File: config.mk
export PLATFORM = sky130hd
export DESIGN_NAME = csi_rx_lane_merge
export DESIGN_NICKNAME = d
export VERILOG_FILES = /design/src/rtl/csi_rx_lane_merge_pkg.sv /design/src/rtl/csi_rx_skew_fifo.sv /design/src/rtl/csi_rx_lane_merge.sv
export SDC_FILE = /design/constraint.sdc
export NUM_CORES = 1
export LEC_CHECK = 0
export ABC_AREA = 0
export BUFFER_PORTS_ARGS = -buffer_cell sky130_fd_sc_hd__buf_2
export CORE_UTILIZATION = 34
export CTS_CLUSTER_DIAMETER = 200
export CTS_CLUSTER_SIZE = 28
export DETAILED_ROUTE_END_ITERATION = 10
export GPL_ROUTABILITY_DRIVEN = 0
export GPL_TIMING_DRIVEN = 0
export PLACE_DENSITY_LB_ADDON = 0.15
export SYNTH_ARGS = -nofsm -noshare
export SYNTH_HDL_FRONTEND = slang
export SYNTH_HIERARCHICAL = 1
export SYNTH_SLANG_ARGS = --single-unit
File: constraint.sdc
create_clock -name byte_clock -period 3.7 [get_ports byte_clock]
set_input_delay 0.74 -clock byte_clock [delete_from_list [all_inputs] [get_ports byte_clock]]
set_output_delay 0.74 -clock byte_clock [all_outputs]
set_load 0.05 [all_outputs]
File: src/rtl/csi_rx_lane_merge_pkg.sv
// Shared types for the CSI-2 receive lane merger: lane count default, byte/valid types, FSM states.
package csi_rx_lane_merge_pkg;

  localparam int NUM_LANE = 4;

  typedef logic [7:0]          lane_data_t;
  typedef logic [NUM_LANE-1:0] lane_vld_t;

  typedef enum logic [2:0] {
    IDLE,
    ALIGN,
    STREAM,
    DONE,
    ERR
  } merge_state_t;

endpackage

File: src/rtl/csi_rx_skew_fifo.sv
// Per-lane skew FIFO: 8-bit x DEPTH, extra pointer MSB separates full from empty, synchronous flush.
module csi_rx_skew_fifo
  import csi_rx_lane_merge_pkg::*;
#(
  parameter int DEPTH = 4
) (
  input  logic       byte_clock,
  input  logic       reset_n,
  input  logic       push,
  input  logic       pop,
  input  logic       flush,
  input  lane_data_t din,
  output lane_data_t dout,
  output logic       full,
  output logic       empty
);

  localparam int          AW      = $clog2(DEPTH);
  localparam logic [AW:0] PTR_ONE = (AW + 1)'(1);

  logic [AW:0] wr_ptr_q, wr_ptr_d;
  logic [AW:0] rd_ptr_q, rd_ptr_d;
  logic        wr_en, rd_en;
  lane_data_t  mem_q [DEPTH];

  // NOTE: every always_comb output gets a default first, so no path can infer a latch.
  always_comb begin
    empty    = (wr_ptr_q == rd_ptr_q);
    full     = (wr_ptr_q[AW] != rd_ptr_q[AW]) && (wr_ptr_q[AW-1:0] == rd_ptr_q[AW-1:0]);
    wr_en    = push && (!full || pop) && !flush;
    rd_en    = pop && !empty;
    wr_ptr_d = wr_ptr_q;
    rd_ptr_d = rd_ptr_q;
    if (flush) begin
      wr_ptr_d = '0;
      rd_ptr_d = '0;
    end else begin
      if (wr_en) wr_ptr_d = wr_ptr_q + PTR_ONE;
      if (rd_en) rd_ptr_d = rd_ptr_q + PTR_ONE;
    end
    dout = mem_q[rd_ptr_q[AW-1:0]];
  end

  // NOTE: sequential state uses non-blocking assignments so all flops update from pre-edge values.
  always_ff @(posedge byte_clock or negedge reset_n) begin
    if (!reset_n) begin
      wr_ptr_q <= '0;
      rd_ptr_q <= '0;
    end else begin
      wr_ptr_q <= wr_ptr_d;
      rd_ptr_q <= rd_ptr_d;
    end
  end

  // NOTE: storage is not reset; the pointers alone decide which entries are valid.
  always_ff @(posedge byte_clock) begin
    if (wr_en) mem_q[wr_ptr_q[AW-1:0]] <= din;
  end

endmodule

File: src/rtl/csi_rx_lane_merge.sv
// Multi-lane deskew and word merger: one skew FIFO per lane, words released only when all active lanes hold data.
module csi_rx_lane_merge
  import csi_rx_lane_merge_pkg::*;
#(
  parameter int MAX_LANE   = NUM_LANE,
  parameter int SKEW_DEPTH = 4
) (
  input  logic                         byte_clock,
  input  logic                         reset_n,
  input  logic                         enable,
  input  logic [$clog2(MAX_LANE+1)-1:0] num_lanes,
  input  logic                         wait_for_sync,
  input  logic                         packet_done,
  input  logic [MAX_LANE*8-1:0]        byte_in,
  input  logic [MAX_LANE-1:0]          byte_vld,
  output logic                         packet_done_out,
  output logic [MAX_LANE*8-1:0]        word_out,
  output logic                         word_vld,
  output logic                         skew_err,
  output logic                         cfg_err
);

  localparam int LCW = $clog2(MAX_LANE + 1);
  localparam int SCW = $clog2(SKEW_DEPTH) + 1;

  merge_state_t          state_q, state_d;
  logic [LCW-1:0]        lane_cnt_q, lane_cnt_d;
  logic                  cfg_err_q, cfg_err_d;
  logic [SCW-1:0]        skew_cnt_q, skew_cnt_d;
  logic [MAX_LANE*8-1:0] word_q, word_d;
  logic                  word_vld_q, word_vld_d;

  logic [MAX_LANE-1:0]   lane_act, push, full, empty;
  logic [MAX_LANE*8-1:0] word_mask, fifo_dout;
  logic                  accept, all_ready, pop_all, overflow, skew_hit, flush;

  for (genvar gi = 0; gi < MAX_LANE; gi++) begin : g_lane
    csi_rx_skew_fifo #(.DEPTH(SKEW_DEPTH)) u_fifo (
      .byte_clock (byte_clock),
      .reset_n    (reset_n),
      .push       (push[gi]),
      .pop        (pop_all),
      .flush      (flush),
      .din        (byte_in[8*gi +: 8]),
      .dout       (fifo_dout[8*gi +: 8]),
      .full       (full[gi]),
      .empty      (empty[gi])
    );
  end

  always_ff @(posedge byte_clock or negedge reset_n) begin
    if (!reset_n) state_q <= IDLE;
    else          state_q <= state_d;
  end

  // A full lane may still take a byte in the cycle it is popped; only an unpopped full push overflows.
  always_comb begin
    state_d = state_q;
    if (!enable) begin
      state_d = IDLE;
    end else begin
      case (state_q)
        IDLE:    if (wait_for_sync) state_d = ALIGN;
        ALIGN:   if (all_ready) state_d = STREAM;
                 else if (overflow || skew_hit) state_d = ERR;
        STREAM:  if (overflow) state_d = ERR;
                 else if (packet_done) state_d = DONE;
        default: state_d = IDLE;
      endcase
    end
  end

  always_comb begin
    lane_act  = '0;
    word_mask = '0;
    for (int i = 0; i < MAX_LANE; i++) begin
      lane_act[i]          = (i < int'(lane_cnt_q));
      word_mask[8*i +: 8]  = {8{lane_act[i]}};
    end
    accept          = enable && (state_q == ALIGN || state_q == STREAM);
    push            = byte_vld & lane_act & {MAX_LANE{accept}};
    all_ready       = &(~empty | ~lane_act);
    pop_all         = accept && all_ready;
    overflow        = !pop_all && |(push & full);
    skew_hit        = (skew_cnt_q == SCW'(SKEW_DEPTH));
    flush           = !enable || (state_q inside {IDLE, DONE, ERR});
    skew_err        = (state_q == ERR);
    packet_done_out = (state_q inside {DONE, ERR});
  end

  // Lane count is only re-latched in IDLE; illegal values fall back to full width.
  always_comb begin
    lane_cnt_d = lane_cnt_q;
    cfg_err_d  = cfg_err_q;
    if (state_q == IDLE) begin
      cfg_err_d  = (num_lanes == '0) || (int'(num_lanes) > MAX_LANE);
      lane_cnt_d = cfg_err_d ? LCW'(MAX_LANE) : num_lanes;
    end
    skew_cnt_d = '0;
    if (state_q == ALIGN && enable && (skew_cnt_q != '0 || |push))
      skew_cnt_d = skew_cnt_q + SCW'(1);
    word_vld_d = pop_all;
    word_d     = (pop_all ? fifo_dout : word_q) & word_mask;
  end

  always_ff @(posedge byte_clock or negedge reset_n) begin
    if (!reset_n) begin
      lane_cnt_q <= LCW'(MAX_LANE);
      cfg_err_q  <= 1'b0;
      skew_cnt_q <= '0;
      word_q     <= '0;
      word_vld_q <= 1'b0;
    end else begin
      lane_cnt_q <= lane_cnt_d;
      cfg_err_q  <= cfg_err_d;
      skew_cnt_q <= skew_cnt_d;
      word_q     <= word_d;
      word_vld_q <= word_vld_d;
    end
  end

  assign word_out = word_q & word_mask;
  assign word_vld = word_vld_q;
  assign cfg_err  = cfg_err_q;

endmodule

# After elaboration in Yosys (flattened, before gate mapping)
# Memory sizes are Yosys's and may differ from the RTL's.
# Cells that the tools add are included.
[totals]
reg_bits = 67
latchBits = 0
ramBits = 128
romBits = 0
in_bits = 44
out_inout_bits = 36
elab_cells = 152
memories = 4
[memory_table]
columns = ["memory", "words", "width", "rd", "rd_clocked_by_memory_dff", "wr", "line_no", "rtl"]
rows = [
  ["g_lane[0].u_fifo.mem_q", 4, 8, 1, 0, 1, "csi_rx_skew_fifo.sv:24", "lane_data_t mem_q [DEPTH];"],
  ["g_lane[1].u_fifo.mem_q", 4, 8, 1, 0, 1, "csi_rx_skew_fifo.sv:24", ""],
  ["g_lane[2].u_fifo.mem_q", 4, 8, 1, 0, 1, "csi_rx_skew_fifo.sv:24", ""],
  ["g_lane[3].u_fifo.mem_q", 4, 8, 1, 0, 1, "csi_rx_skew_fifo.sv:24", ""],
]
[classes]
add_sub_neg = 9
n_mul = 0
n_div = 0
order_cmp = 5
eq_ne = 20
shifts = 0
muxes = 34
bitwise_logic = 8
n_reduce_logical = 58
[op_table]
columns = ["cell", "n"]
rows = [
  ["$mux 3", 24],
  ["$and 32x32->32", 2],
  ["$mux 32", 1],
  ["$add 3x1->3 const B", 9],
  ["$logic_and 1x1->1", 21],
  ["$reduce_bool 2->1", 9],
  ["$and 4x4->4", 3],
  ["$eq 3x3->1", 4],
  ["$logic_not 1->1", 11],
  ["$logic_or 1x1->1", 9],
  ["$pmux 3 s3", 1],
  ["$eq 2x2->1", 4],
  ["$mux 1", 8],
  ["$ne 4x4->1 const B", 2],
  ["$not 4->4", 2],
  ["$reduce_or 4->1", 2],
  ["$eq 3x2->1 const B", 2],
  ["$eq 3x3->1 const B", 2],
  ["$logic_not 3->1", 2],
  ["$lt 1x3->1 const A", 2],
  ["$lt 2x3->1 const A", 2],
  ["$reduce_bool 3->1", 2],
  ["$ne 1x1->1", 4],
  ["$or 4x4->4", 1],
  ["5 further kinds", 5],
]

# Logic depth before layout (Yosys ltp)
# Gate-level depths: netlist of the first run.
[logic_depth]
word_depth = 12
depth_mapped = 12

# Cells and area by module
# Netlist of the first run, hierarchy kept.
[modules_own_cells]
columns = ["module", "n_inst", "cells_each", "area_per_inst_um2"]
rows = [
  ["csi_rx_skew_fifo at g_lane[0].u_fifo ...", 2, 97, 1720.4],
  ["csi_rx_lane_merge", 1, 258, 2277.2],
  ["csi_rx_skew_fifo at g_lane[2].u_fifo", 1, 97, 1707.9],
  ["csi_rx_skew_fifo at g_lane[3].u_fifo", 1, 97, 1706.6],
]

# Worst setup path after synthesis of the first run
# OpenSTA, ideal clock, no wires.
[synth_path]
path_kind = "flip-flop to output port"
start = "reg state_q[1]"
end = "out packet_done_out"
arrival_ps = 1952
required_time_ps = 2960
slack_ps = 1008
stages_incl_launch_ff = 4
path_buffers = 0
cell_sequence = "dfrtp_1 or2_2 nor2_1 o21bai_1"
[synth_between]
elab_chain_len = 2
word_cells_on_any_way = 3
cone_classes = "2 x eq/ne; 1 x reduce/logical"
[synth_lines]
columns = ["element", "line_no", "rtl"]
rows = [
  ["start, declared", "csi_rx_lane_merge.sv:26", "merge_state_t state_q, state_d;"],
  ["start signal, assigned", "csi_rx_lane_merge.sv:53", "else state_q <= state_d;"],
  ["$eq 3x3->1", "n/a", ""],
  ["net skew_err", "csi_rx_lane_merge.sv:19", "output logic skew_err,"],
  ["$reduce_bool 2->1", "csi_rx_lane_merge.sv:88", "packet_done_out = (state_q inside {DONE, ERR});"],
  ["end, declared", "csi_rx_lane_merge.sv:16", "output logic packet_done_out,"],
]
# The timed path passes the listed nets, and every way through them passes these cells.

# Final worst setup path of the first run
[layout_path]
start = "reg g_lane[1].u_fifo.rd_ptr_q[1]"
end = "mem g_lane[2].u_fifo/mem_q[2][6] in the netlist's numbering, enable pin"
[layout_between]
elab_chain_len = 10
[layout_lines]
columns = ["element", "line_no", "rtl"]
rows = [
  ["start, declared", "csi_rx_skew_fifo.sv:22", "logic [AW:0] rd_ptr_q, rd_ptr_d;"],
  ["start signal, assigned", "csi_rx_skew_fifo.sv:51", "rd_ptr_q <= rd_ptr_d;"],
  ["$eq 3x3->1", "csi_rx_skew_fifo.sv:28", "empty = (wr_ptr_q == rd_ptr_q);"],
  ["net empty[1]", "csi_rx_lane_merge.sv:33", "logic [MAX_LANE-1:0] lane_act, push, full, empty;"],
  ["$not 4->4", "csi_rx_lane_merge.sv:82", "all_ready = &(~empty | ~lane_act);"],
  ["$or 4x4->4", "csi_rx_lane_merge.sv:82", ""],
  ["$reduce_and 4->1", "csi_rx_lane_merge.sv:82", ""],
  ["$logic_and 1x1->1", "csi_rx_lane_merge.sv:83", "pop_all = accept && all_ready;"],
  ["net pop_all", "csi_rx_lane_merge.sv:35", "logic accept, all_ready, pop_all, overflow, skew_hit, flush;"],
  ["$logic_or 1x1->1", "csi_rx_skew_fifo.sv:30", "wr_en = push && (!full || pop) && !flush;"],
  ["$logic_and 1x1->1 (2 in series)", "csi_rx_skew_fifo.sv:30", ""],
  ["$mux 1", "csi_rx_skew_fifo.sv:57", "if (wr_en) mem_q[wr_ptr_q[AW-1:0]] <= din;"],
  ["$mux 1 (not written as such)", "csi_rx_skew_fifo.sv:57", ""],
  ["end, declared", "csi_rx_skew_fifo.sv:24", ""],
]
# The timed path passes the listed nets, and every way through them passes these cells.

==> report_table.html, run 1 <==
<table>
<tr><th>Metric</th><th>Value</th></tr>
<tr><th colspan="2">Run status</th></tr>
<tr><td>Run status</td><td>complete, but fails checks</td></tr>
<tr><td>Failing checks</td><td>design-rule violations</td></tr>
<tr><th colspan="2">Worst hold path</th></tr>
<tr><td>Hold/Removal Path Class</td><td>primary input to asynchronous set/reset pin</td></tr>
<tr><th colspan="2">Detailed routing</th></tr>
<tr><td>Total vias in the final route</td><td>5,319</td></tr>
<tr><td>Wirelength, routed</td><td>18,800 um</td></tr>
<tr><td>DR WL/cell</td><td>17.2 um</td></tr>
<tr><td>Final ANT Viol Nets</td><td>0</td></tr>
<tr><td>Per-cell via count in the routed design</td><td>4.86</td></tr>
<tr><td>Number of DRC violations after detailed-routing iteration 0</td><td>345</td></tr>
<tr><td>DRC violation count after routing</td><td>7</td></tr>
<tr><td>Number of optimization iterations in the first detailed-route pass</td><td>7</td></tr>
<tr><th colspan="2">Place</th></tr>
<tr><td>DP Cell Count</td><td>1,061</td></tr>
<tr><td>Placement Cell Area</td><td>9980 um^2</td></tr>
<tr><td>Worst setup slack after placement</td><td>0.387 ns</td></tr>
<tr><td>HPWL after detailed placement</td><td>13,200 um</td></tr>
<tr><td>Number of buffer cells added on primary ports</td><td>79</td></tr>
<tr><th colspan="2">Timing</th></tr>
<tr><td>Max-slew violation count</td><td>0</td></tr>
<tr><td>Hold Vio Cnt, Final</td><td>0</td></tr>
<tr><td>Setup Skew</td><td>0.0115 ns</td></tr>
<tr><td>RSZ-0062 raised after global routing</td><td>no</td></tr>
<tr><td>Period utilisation layout</td><td>89.4%</td></tr>
<tr><td>Setup Total Neg Slack</td><td>0 ns</td></tr>
<tr><td>Worst Slack Setup Final</td><td>0.391 ns</td></tr>
<tr><td>Tightest Pin Transition</td><td>0.729 ns</td></tr>
<tr><td>Max Fclk</td><td>302 MHz</td></tr>
<tr><td>Worst relative slew slack</td><td>51.4%</td></tr>
<tr><td>Final setup violation count</td><td>0</td></tr>
<tr><td>Period minus WS final</td><td>3.31 ns</td></tr>
<tr><th colspan="2">Clocking</th></tr>
<tr><td>Clock buffers created by TritonCTS</td><td>17</td></tr>
<tr><td>Post-CTS setup repair buffer count</td><td>0</td></tr>
<tr><td>Number of clock sinks</td><td>195</td></tr>
<tr><td>TritonCTS clock tree</td><td>built</td></tr>
<tr><td>CTS Root Buffer Type</td><td>sky130_fd_sc_hd__clkbuf_16</td></tr>
<tr><td>Number of buffers inserted by hold repair at cts</td><td>0</td></tr>
<tr><td>Htree depth</td><td>4</td></tr>
<tr><td>Clock-pin slew on the worst setup and hold paths</td><td>0.07 ns</td></tr>
<tr><td>Maximum clock path buffer count</td><td>2</td></tr>
<tr><td>Worst-Skew Late Latency</td><td>0.43 ns</td></tr>
<tr><td>Gates resized, CTS repair</td><td>0</td></tr>
<tr><th colspan="2">GRT</th></tr>
<tr><td>Number of antenna violations at the first check in global routing</td><td>2</td></tr>
<tr><td>Wire length of the first global-routing pass</td><td>30,700 um</td></tr>
<tr><td>Via count of the first global-routing pass</td><td>5,609</td></tr>
<tr><td>Maximum number of pins on one net before global-route repair</td><td>63</td></tr>
<tr><td>GRT overflow</td><td>0</td></tr>
<tr><td>Total global routing track utilization</td><td>14.5%</td></tr>
<tr><th colspan="2">Synthesis</th></tr>
<tr><td>Most used standard cell by instance count after synthesis</td><td>sky130_fd_sc_hd__edfxtp_1</td></tr>
<tr><td>Ys flop type</td><td>sky130_fd_sc_hd__edfxtp_1</td></tr>
<tr><td>Average cell area after synthesis</td><td>14.1 um^2</td></tr>
<tr><td>Count of cell types in the netlist</td><td>60</td></tr>
<tr><td>Sequential cell area fraction in the yosys report</td><td>60.5%</td></tr>
<tr><td>Synth warn</td><td>6</td></tr>
<tr><td>Combined area of all synthesized cells</td><td>9130 um^2</td></tr>
<tr><td>Dominant cell type by area after synthesis</td><td>sky130_fd_sc_hd__edfxtp_1</td></tr>
<tr><td>Flops &amp; latches, synth</td><td>195</td></tr>
<tr><td>Net count after synthesis</td><td>713</td></tr>
<tr><td>Number of enable flip-flop cells after synthesis</td><td>128</td></tr>
<tr><td>Proportion of synthesized flip-flops having asynchronous set or reset</td><td>34.4%</td></tr>
<tr><td>Most frequent cells after synthesis</td><td>sky130_fd_sc_hd__edfxtp_1 (128), sky130_fd_sc_hd__nand2_1 (75), sky130_fd_sc_hd__dfrtp_1 (66)</td></tr>
<tr><td>Synth Instances</td><td>646</td></tr>
<tr><td>Yosys top cell area share</td><td>42.1%</td></tr>
<tr><td>Area contributors post-synth</td><td>sky130_fd_sc_hd__edfxtp_1 (42%), sky130_fd_sc_hd__dfrtp_1 (18%), sky130_fd_sc_hd__mux4_1 (4.6%)</td></tr>
<tr><th colspan="2">Worst setup path</th></tr>
<tr><td>Required time worst endpoint</td><td>3.76 ns</td></tr>
<tr><td>Crit path max fanout</td><td>18</td></tr>
<tr><td>Critical Path Sink Type</td><td>register</td></tr>
<tr><td>Arrival time of data at the critical path endpoint</td><td>3.37 ns</td></tr>
<tr><td>R2R Path Start</td><td>g_lane[1].u_fifo/rd_ptr_q[1]$_DFFE_PN0P_</td></tr>
<tr><td>Slack of the worst reg-to-reg path</td><td>0.39 ns</td></tr>
<tr><td>Startpoint type of the worst setup path</td><td>register</td></tr>
<tr><td>WS Path Type</td><td>register to register</td></tr>
<tr><td>Critical R2R Capture</td><td>g_lane[2].u_fifo/mem_q[2][6]$_DFFE_PP_</td></tr>
<tr><td>Depth of the most critical reg-to-reg path</td><td>12</td></tr>
<tr><th colspan="2">Die</th></tr>
<tr><td>Ports placed on the boundary</td><td>80</td></tr>
<tr><td>Initial Util</td><td>34.8%</td></tr>
<tr><td>Standard-cell row count</td><td>59</td></tr>
<tr><td>Die area</td><td>27,500 um^2</td></tr>
<tr><td>Overall die width</td><td>166 um</td></tr>
<tr><td>Chip Height</td><td>166 um</td></tr>
<tr><td>Core area</td><td>26,200 um^2</td></tr>
<tr><th colspan="2">Final layout</th></tr>
<tr><td>Area Overhead vs Synth</td><td>15.5%</td></tr>
<tr><td>Cell area after layout</td><td>10,500 um^2</td></tr>
<tr><td>Post-layout instance count excluding filler cells</td><td>1,095</td></tr>
<tr><td>Net total in the final layout</td><td>813</td></tr>
<tr><td>Fraction of layout cells with a size suffix above 1</td><td>24.6%</td></tr>
<tr><td>Fillers</td><td>2,429</td></tr>
<tr><th colspan="2">Pwr</th></tr>
<tr><td>Power density relative to cell area</td><td>461 nW/um^2</td></tr>
<tr><td>Leak</td><td>3.97 nW</td></tr>
<tr><td>Sum of internal, switching and leakage power</td><td>4.86 mW</td></tr>
<tr><td>Worst IR Drop VDD</td><td>321 uV</td></tr>
<tr><th colspan="2">Flow run</th></tr>
<tr><td>Max Cap Violations</td><td>0</td></tr>
</table>
[registers in the layout, indices dropped and copies added (netlist names)]
signal and cells:
word_q 32, state_q 3, g_lane.u_fifo/rd_ptr_q 12, lane_cnt_q 3, cfg_err 1, g_lane.u_fifo/wr_ptr_q 12, skew_cnt_q 3, word_vld 1
g_lane.u_fifo/mem_q 128
[where the power goes]
part	internal, mW	leakage, nW	total [mW]	switching [mW]
logic	0.196	1.63	0.656	0.461
registers	2.39	2.07	2.43	0.0392
clock network	0.908	0.273	1.77	0.861
total	3.50	3.97	4.86	1.36
[layout make-up]
class / count / area (um^2) / area share (%)
multi-input cells: 395 / 3330 / 31.5
clock buffers: 19 / 443 / 4.20
plain buffers: 26 / 171 / 1.63
inverters: 30 / 114 / 1.08
clock inverters: 13 / 118 / 1.12
diodes: 1 / 2.50 / 0.0237
well taps: 335 / 419 / 3.97
flip-flops and latches: 195 / 5520 / 52.3
repair buffers: 81 / 433 / 4.10
[cells by family (layout without fill, tap and decap cells)]
group           after synthesis  in the layout  synth area share (%)
simple gates                217            217                  12.3
flops                       195            195                  60.5
compound gates               85             85                  6.93
buf+inv                      56            169                  3.12
mux                          53             53                  11.2
fa+ha+maj                    23             23                  3.15
xor+xnor                     17             17                  2.86
other cells                   0              1                     0
[placed cells by master, fill, tap and decap left out, drive strengths merged, types with 8 or more instances in the layout]
cell type    n
dfrtp       66
inv         37
clkbuf      26
nor2        34
and2        32
edfxtp     128
o21ai        9
mux2i        8
mux2        13
mux4        32
a21boi       8
nand2       75
buf        100
a41oi       12
a31oi        8
ha          23
xnor2       13
nand2b      20
a21oi       29
nor2b       29
[worst max-delay path by stage]
stage	depth (start not counted)	start	end	slack, ns
after detailed placement	12	g_lane[1].u_fifo/rd_ptr_q[1]$_DFFE_PN0P_	g_lane[2].u_fifo/mem_q[3][1]$_DFFE_PP_	0.39
final	12	g_lane[1].u_fifo/rd_ptr_q[1]$_DFFE_PN0P_	g_lane[2].u_fifo/mem_q[2][6]$_DFFE_PP_	0.39
after global placement	12	g_lane[1].u_fifo/rd_ptr_q[1]$_DFFE_PN0P_	g_lane[3].u_fifo/mem_q[3][2]$_DFFE_PP_	0.47
after CTS	12	g_lane[1].u_fifo/rd_ptr_q[1]$_DFFE_PN0P_	g_lane[2].u_fifo/mem_q[3][6]$_DFFE_PP_	0.35
after floorplan	3	state_q[1]$_DFFE_PN0P_	packet_done_out	1.01
after global routing	12	g_lane[1].u_fifo/rd_ptr_q[1]$_DFFE_PN0P_	g_lane[2].u_fifo/mem_q[1][5]$_DFFE_PP_	0.15
[through the flow]
step / hold WS, ns / util [%]
detailed placement: 0.456 / 38.1
finish: 0.132 / 40.2
CTS: 0.107 / 40.2
floorplan: 0.431 / -
global placement: 0.442 / 38.0
global route: 0.112 / 40.2
[routing by layer]
layer | vias up | track usage, % | part of all wire [%]
li1 | 2545 | - | -
met1 | 2695 | 19.1 | 47
met2 | 66 | 23.9 | 49
met3 | 11 | 2.96 | 2.9
met4 | 2 | 4.71 | 0.97
met5 | - | 0 | 0.064
[critical path, stage by stage (launching register included)]
cell                        delay, ns
sky130_fd_sc_hd__dfrtp_1         0.40
sky130_fd_sc_hd__buf_6           0.16
sky130_fd_sc_hd__xnor2_2         0.20
sky130_fd_sc_hd__nand2_1         0.12
sky130_fd_sc_hd__nor2_1          0.07
sky130_fd_sc_hd__a211oi_2        0.27
sky130_fd_sc_hd__a2bb2oi_2       0.29
sky130_fd_sc_hd__o21ai_2         0.17
sky130_fd_sc_hd__clkinv_2        0.15
sky130_fd_sc_hd__buf_6           0.21
sky130_fd_sc_hd__inv_1           0.14
sky130_fd_sc_hd__a41oi_1         0.29
sky130_fd_sc_hd__and2_1          0.48
Power figures use the tool's default switching activity.
==> inputs of run 2 (changes only) <==
- CORE_ASPECT_RATIO: unset -> 1.5
==> run 2 against run 1 <==
  * The run now ends clean
  * Flip-flop and latch count unchanged
  * Clock power increased by 10%
  * Global-route usage increased by 0.27 points
  * Combinational power decreased by 0.6%
  * Power increased by 3.7%
  * Clock skew decreased by 0.0027 ns
  * Cell count about the same
  * Sequential share of layout area decreased by 0.31 points
  * Worst setup slack improved by 0.067 ns
==> report_table.html, run 2 (synthesis gave the netlist of run 1 again) <==
<table>
<tr><th>Metric</th><th>Value</th></tr>
<tr><th colspan="2">Detailed routing</th></tr>
<tr><td>Number of optimization iterations in the first detailed-route pass</td><td>4</td></tr>
<tr><td>Wirelength, routed</td><td>19,000 um</td></tr>
<tr><td>Number of DRC violations after detailed-routing iteration 0</td><td>239</td></tr>
<tr><td>Total vias in the final route</td><td>5,324</td></tr>
<tr><td>DRC violation count after routing</td><td>0</td></tr>
<tr><td>Final ANT Viol Nets</td><td>0</td></tr>
<tr><td>DR WL/cell</td><td>17.3 um</td></tr>
<tr><td>Per-cell via count in the routed design</td><td>4.86</td></tr>
<tr><th colspan="2">Die</th></tr>
<tr><td>Ports placed on the boundary</td><td>80</td></tr>
<tr><td>Initial Util</td><td>34.5%</td></tr>
<tr><td>Chip Height</td><td>203 um</td></tr>
<tr><td>Overall die width</td><td>136 um</td></tr>
<tr><td>Die area</td><td>27,500 um^2</td></tr>
<tr><td>Standard-cell row count</td><td>73</td></tr>
<tr><td>Core area</td><td>26,500 um^2</td></tr>
<tr><th colspan="2">Timing</th></tr>
<tr><td>Final setup violation count</td><td>0</td></tr>
<tr><td>RSZ-0062 raised after global routing</td><td>no</td></tr>
<tr><td>Max Fclk</td><td>309 MHz</td></tr>
<tr><td>Worst relative slew slack</td><td>46.4%</td></tr>
<tr><td>Setup Skew</td><td>0.00874 ns</td></tr>
<tr><td>Worst Slack Setup Final</td><td>0.459 ns</td></tr>
<tr><td>Max-slew violation count</td><td>0</td></tr>
<tr><td>Setup Total Neg Slack</td><td>0 ns</td></tr>
<tr><td>Period minus WS final</td><td>3.24 ns</td></tr>
<tr><td>Period utilisation layout</td><td>87.6%</td></tr>
<tr><td>Hold Vio Cnt, Final</td><td>0</td></tr>
<tr><td>Tightest Pin Transition</td><td>0.804 ns</td></tr>
<tr><th colspan="2">Pwr</th></tr>
<tr><td>Power density relative to cell area</td><td>475 nW/um^2</td></tr>
<tr><td>Sum of internal, switching and leakage power</td><td>5.04 mW</td></tr>
<tr><td>Leak</td><td>4.00 nW</td></tr>
<tr><td>Worst IR Drop VDD</td><td>343 uV</td></tr>
<tr><th colspan="2">GRT</th></tr>
<tr><td>Via count of the first global-routing pass</td><td>5,645</td></tr>
<tr><td>Number of antenna violations at the first check in global routing</td><td>1</td></tr>
<tr><td>GRT overflow</td><td>0</td></tr>
<tr><td>Total global routing track utilization</td><td>14.8%</td></tr>
<tr><td>Maximum number of pins on one net before global-route repair</td><td>68</td></tr>
<tr><td>Wire length of the first global-routing pass</td><td>30,300 um</td></tr>
<tr><th colspan="2">Run status</th></tr>
<tr><td>Run status</td><td>completed</td></tr>
<tr><th colspan="2">Worst setup path</th></tr>
<tr><td>Crit path max fanout</td><td>18</td></tr>
<tr><td>Arrival time of data at the critical path endpoint</td><td>3.38 ns</td></tr>
<tr><td>Required time worst endpoint</td><td>3.84 ns</td></tr>
<tr><td>Startpoint type of the worst setup path</td><td>register</td></tr>
<tr><td>Slack of the worst reg-to-reg path</td><td>0.46 ns</td></tr>
<tr><td>WS Path Type</td><td>register to register</td></tr>
<tr><td>Critical R2R Capture</td><td>g_lane[2].u_fifo/mem_q[3][3]$_DFFE_PP_</td></tr>
<tr><td>R2R Path Start</td><td>g_lane[1].u_fifo/rd_ptr_q[1]$_DFFE_PN0P_</td></tr>
<tr><td>Critical Path Sink Type</td><td>register</td></tr>
<tr><td>Depth of the most critical reg-to-reg path</td><td>12</td></tr>
<tr><th colspan="2">Final layout</th></tr>
<tr><td>Post-Route Utilization</td><td>40.1%</td></tr>
<tr><td>Antenna diode count</td><td>0</td></tr>
<tr><td>Commonest non-fill, non-tap cell in the layout</td><td>sky130_fd_sc_hd__edfxtp_1</td></tr>
<tr><td>Commonest non-fill, non-tap cells in the layout</td><td>sky130_fd_sc_hd__edfxtp_1 (128), sky130_fd_sc_hd__buf_2 (89), sky130_fd_sc_hd__nand2_1 (75)</td></tr>
<tr><td>Net total in the final layout</td><td>813</td></tr>
<tr><td>Number of flip-flops under the largest register name</td><td>128</td></tr>
<tr><td>Fraction of layout cells with a size suffix above 1</td><td>24.6%</td></tr>
<tr><td>Area Overhead vs Synth</td><td>16.2%</td></tr>
<tr><th colspan="2">Clocking</th></tr>
<tr><td>Post-CTS setup repair buffer count</td><td>0</td></tr>
<tr><td>Clock-pin slew on the worst setup and hold paths</td><td>0.07 ns</td></tr>
<tr><td>Maximum clock path buffer count</td><td>2</td></tr>
<tr><td>Clock buffers created by TritonCTS</td><td>17</td></tr>
<tr><td>Number of clock sinks</td><td>195</td></tr>
<tr><td>Htree depth</td><td>4</td></tr>
<tr><td>TritonCTS clock tree</td><td>built</td></tr>
<tr><td>Worst-Skew Late Latency</td><td>0.44 ns</td></tr>
<tr><td>Number of buffers inserted by hold repair at cts</td><td>0</td></tr>
<tr><td>Gates resized, CTS repair</td><td>0</td></tr>
<tr><td>CTS Root Buffer Type</td><td>sky130_fd_sc_hd__clkbuf_16</td></tr>
<tr><th colspan="2">Worst hold path</th></tr>
<tr><td>Hold/Removal Path Class</td><td>primary input to asynchronous set/reset pin</td></tr>
<tr><th colspan="2">Flow run</th></tr>
<tr><td>Max Cap Violations</td><td>0</td></tr>
<tr><th colspan="2">Place</th></tr>
<tr><td>HPWL after detailed placement</td><td>13,500 um</td></tr>
<tr><td>Worst setup slack after placement</td><td>0.427 ns</td></tr>
<tr><td>Number of buffer cells added on primary ports</td><td>79</td></tr>
</table>
-- run 2: cell types whose count changed in the layout (fill, tap and decap cells not counted), sizes merged --
cell / before / now
inv: 37 / 35
bufinv: 0 / 3
diode: 1 / 0
clkbuf: 26 / 24
clkinv: 4 / 5
-- run 2: critical path, cell delays in order, from the launching register on --
cell	delay, ns
sky130_fd_sc_hd__dfrtp_1	0.40
sky130_fd_sc_hd__buf_6	0.16
sky130_fd_sc_hd__xnor2_2	0.32
sky130_fd_sc_hd__nand2_1	0.12
sky130_fd_sc_hd__nor2_1	0.21
sky130_fd_sc_hd__a211oi_2	0.11
sky130_fd_sc_hd__a2bb2oi_2	0.19
sky130_fd_sc_hd__o21ai_2	0.30
sky130_fd_sc_hd__clkinv_2	0.19
sky130_fd_sc_hd__buf_6	0.22
sky130_fd_sc_hd__inv_1	0.17
sky130_fd_sc_hd__a41oi_1	0.19
sky130_fd_sc_hd__and2_1	0.37
-- run 2: how the worst max path moves through the flow --
stage	cells after the start	slack (ns)	to	from
finish	12	0.46	g_lane[2].u_fifo/mem_q[3][3]$_DFFE_PP_	g_lane[1].u_fifo/rd_ptr_q[1]$_DFFE_PN0P_
global route	12	0.17	g_lane[3].u_fifo/mem_q[0][0]$_DFFE_PP_	g_lane[1].u_fifo/rd_ptr_q[1]$_DFFE_PN0P_
CTS	12	0.41	g_lane[2].u_fifo/mem_q[3][3]$_DFFE_PP_	g_lane[1].u_fifo/rd_ptr_q[1]$_DFFE_PN0P_
detailed placement	12	0.43	g_lane[2].u_fifo/mem_q[3][7]$_DFFE_PP_	g_lane[1].u_fifo/rd_ptr_q[1]$_DFFE_PN0P_
global placement	12	0.49	g_lane[2].u_fifo/mem_q[3][7]$_DFFE_PP_	g_lane[0].u_fifo/rd_ptr_q[1]$_DFFE_PN0P_
floorplan	3	1.01	packet_done_out	state_q[1]$_DFFE_PN0P_
-- run 2: metal layers --
layer	GRT usage (%)	wire, um
met2	26.6	10100
met3	3.37	692
met4	4.98	281
met5	0	0
met1	16.9	7870
-- run 2: cell type report --
| type | instances | area (um^2) |
|---|---|---|
| Tap cell | 337 | 422 |
| Clock inverter | 15 | 195 |
| Clock buffer | 17 | 425 |
| Sequential cell | 195 | 5520 |
| Buffer | 26 | 171 |
| Inverter | 30 | 114 |
| Multi-Input combinational cell | 395 | 3330 |
| Fill cell | 2533 | 15900 |
| Timing Repair Buffer | 81 | 437 |
-- run 2: report_power, final --
group / total (mW) / switching (mW) / leakage (nW) / internal [mW]
registers: 2.43 / 0.0398 / 2.07 / 2.39
logic: 0.652 / 0.455 / 1.63 / 0.197
clock network: 1.95 / 0.868 / 0.296 / 1.08
total: 5.04 / 1.36 / 4.00 / 3.67
-- run 2: per-stage QoR --
stage	instance area, um^2	hold slack [ns]	std cells
6_report	10600	0.304	1096
5_1_grt	10600	0.312	1096
4_1_cts	10600	0.308	1095
3_5_place_dp	9980	0.476	1063
3_3_place_gp	9950	0.447	1062
2_1_floorplan	9130	0.431	646
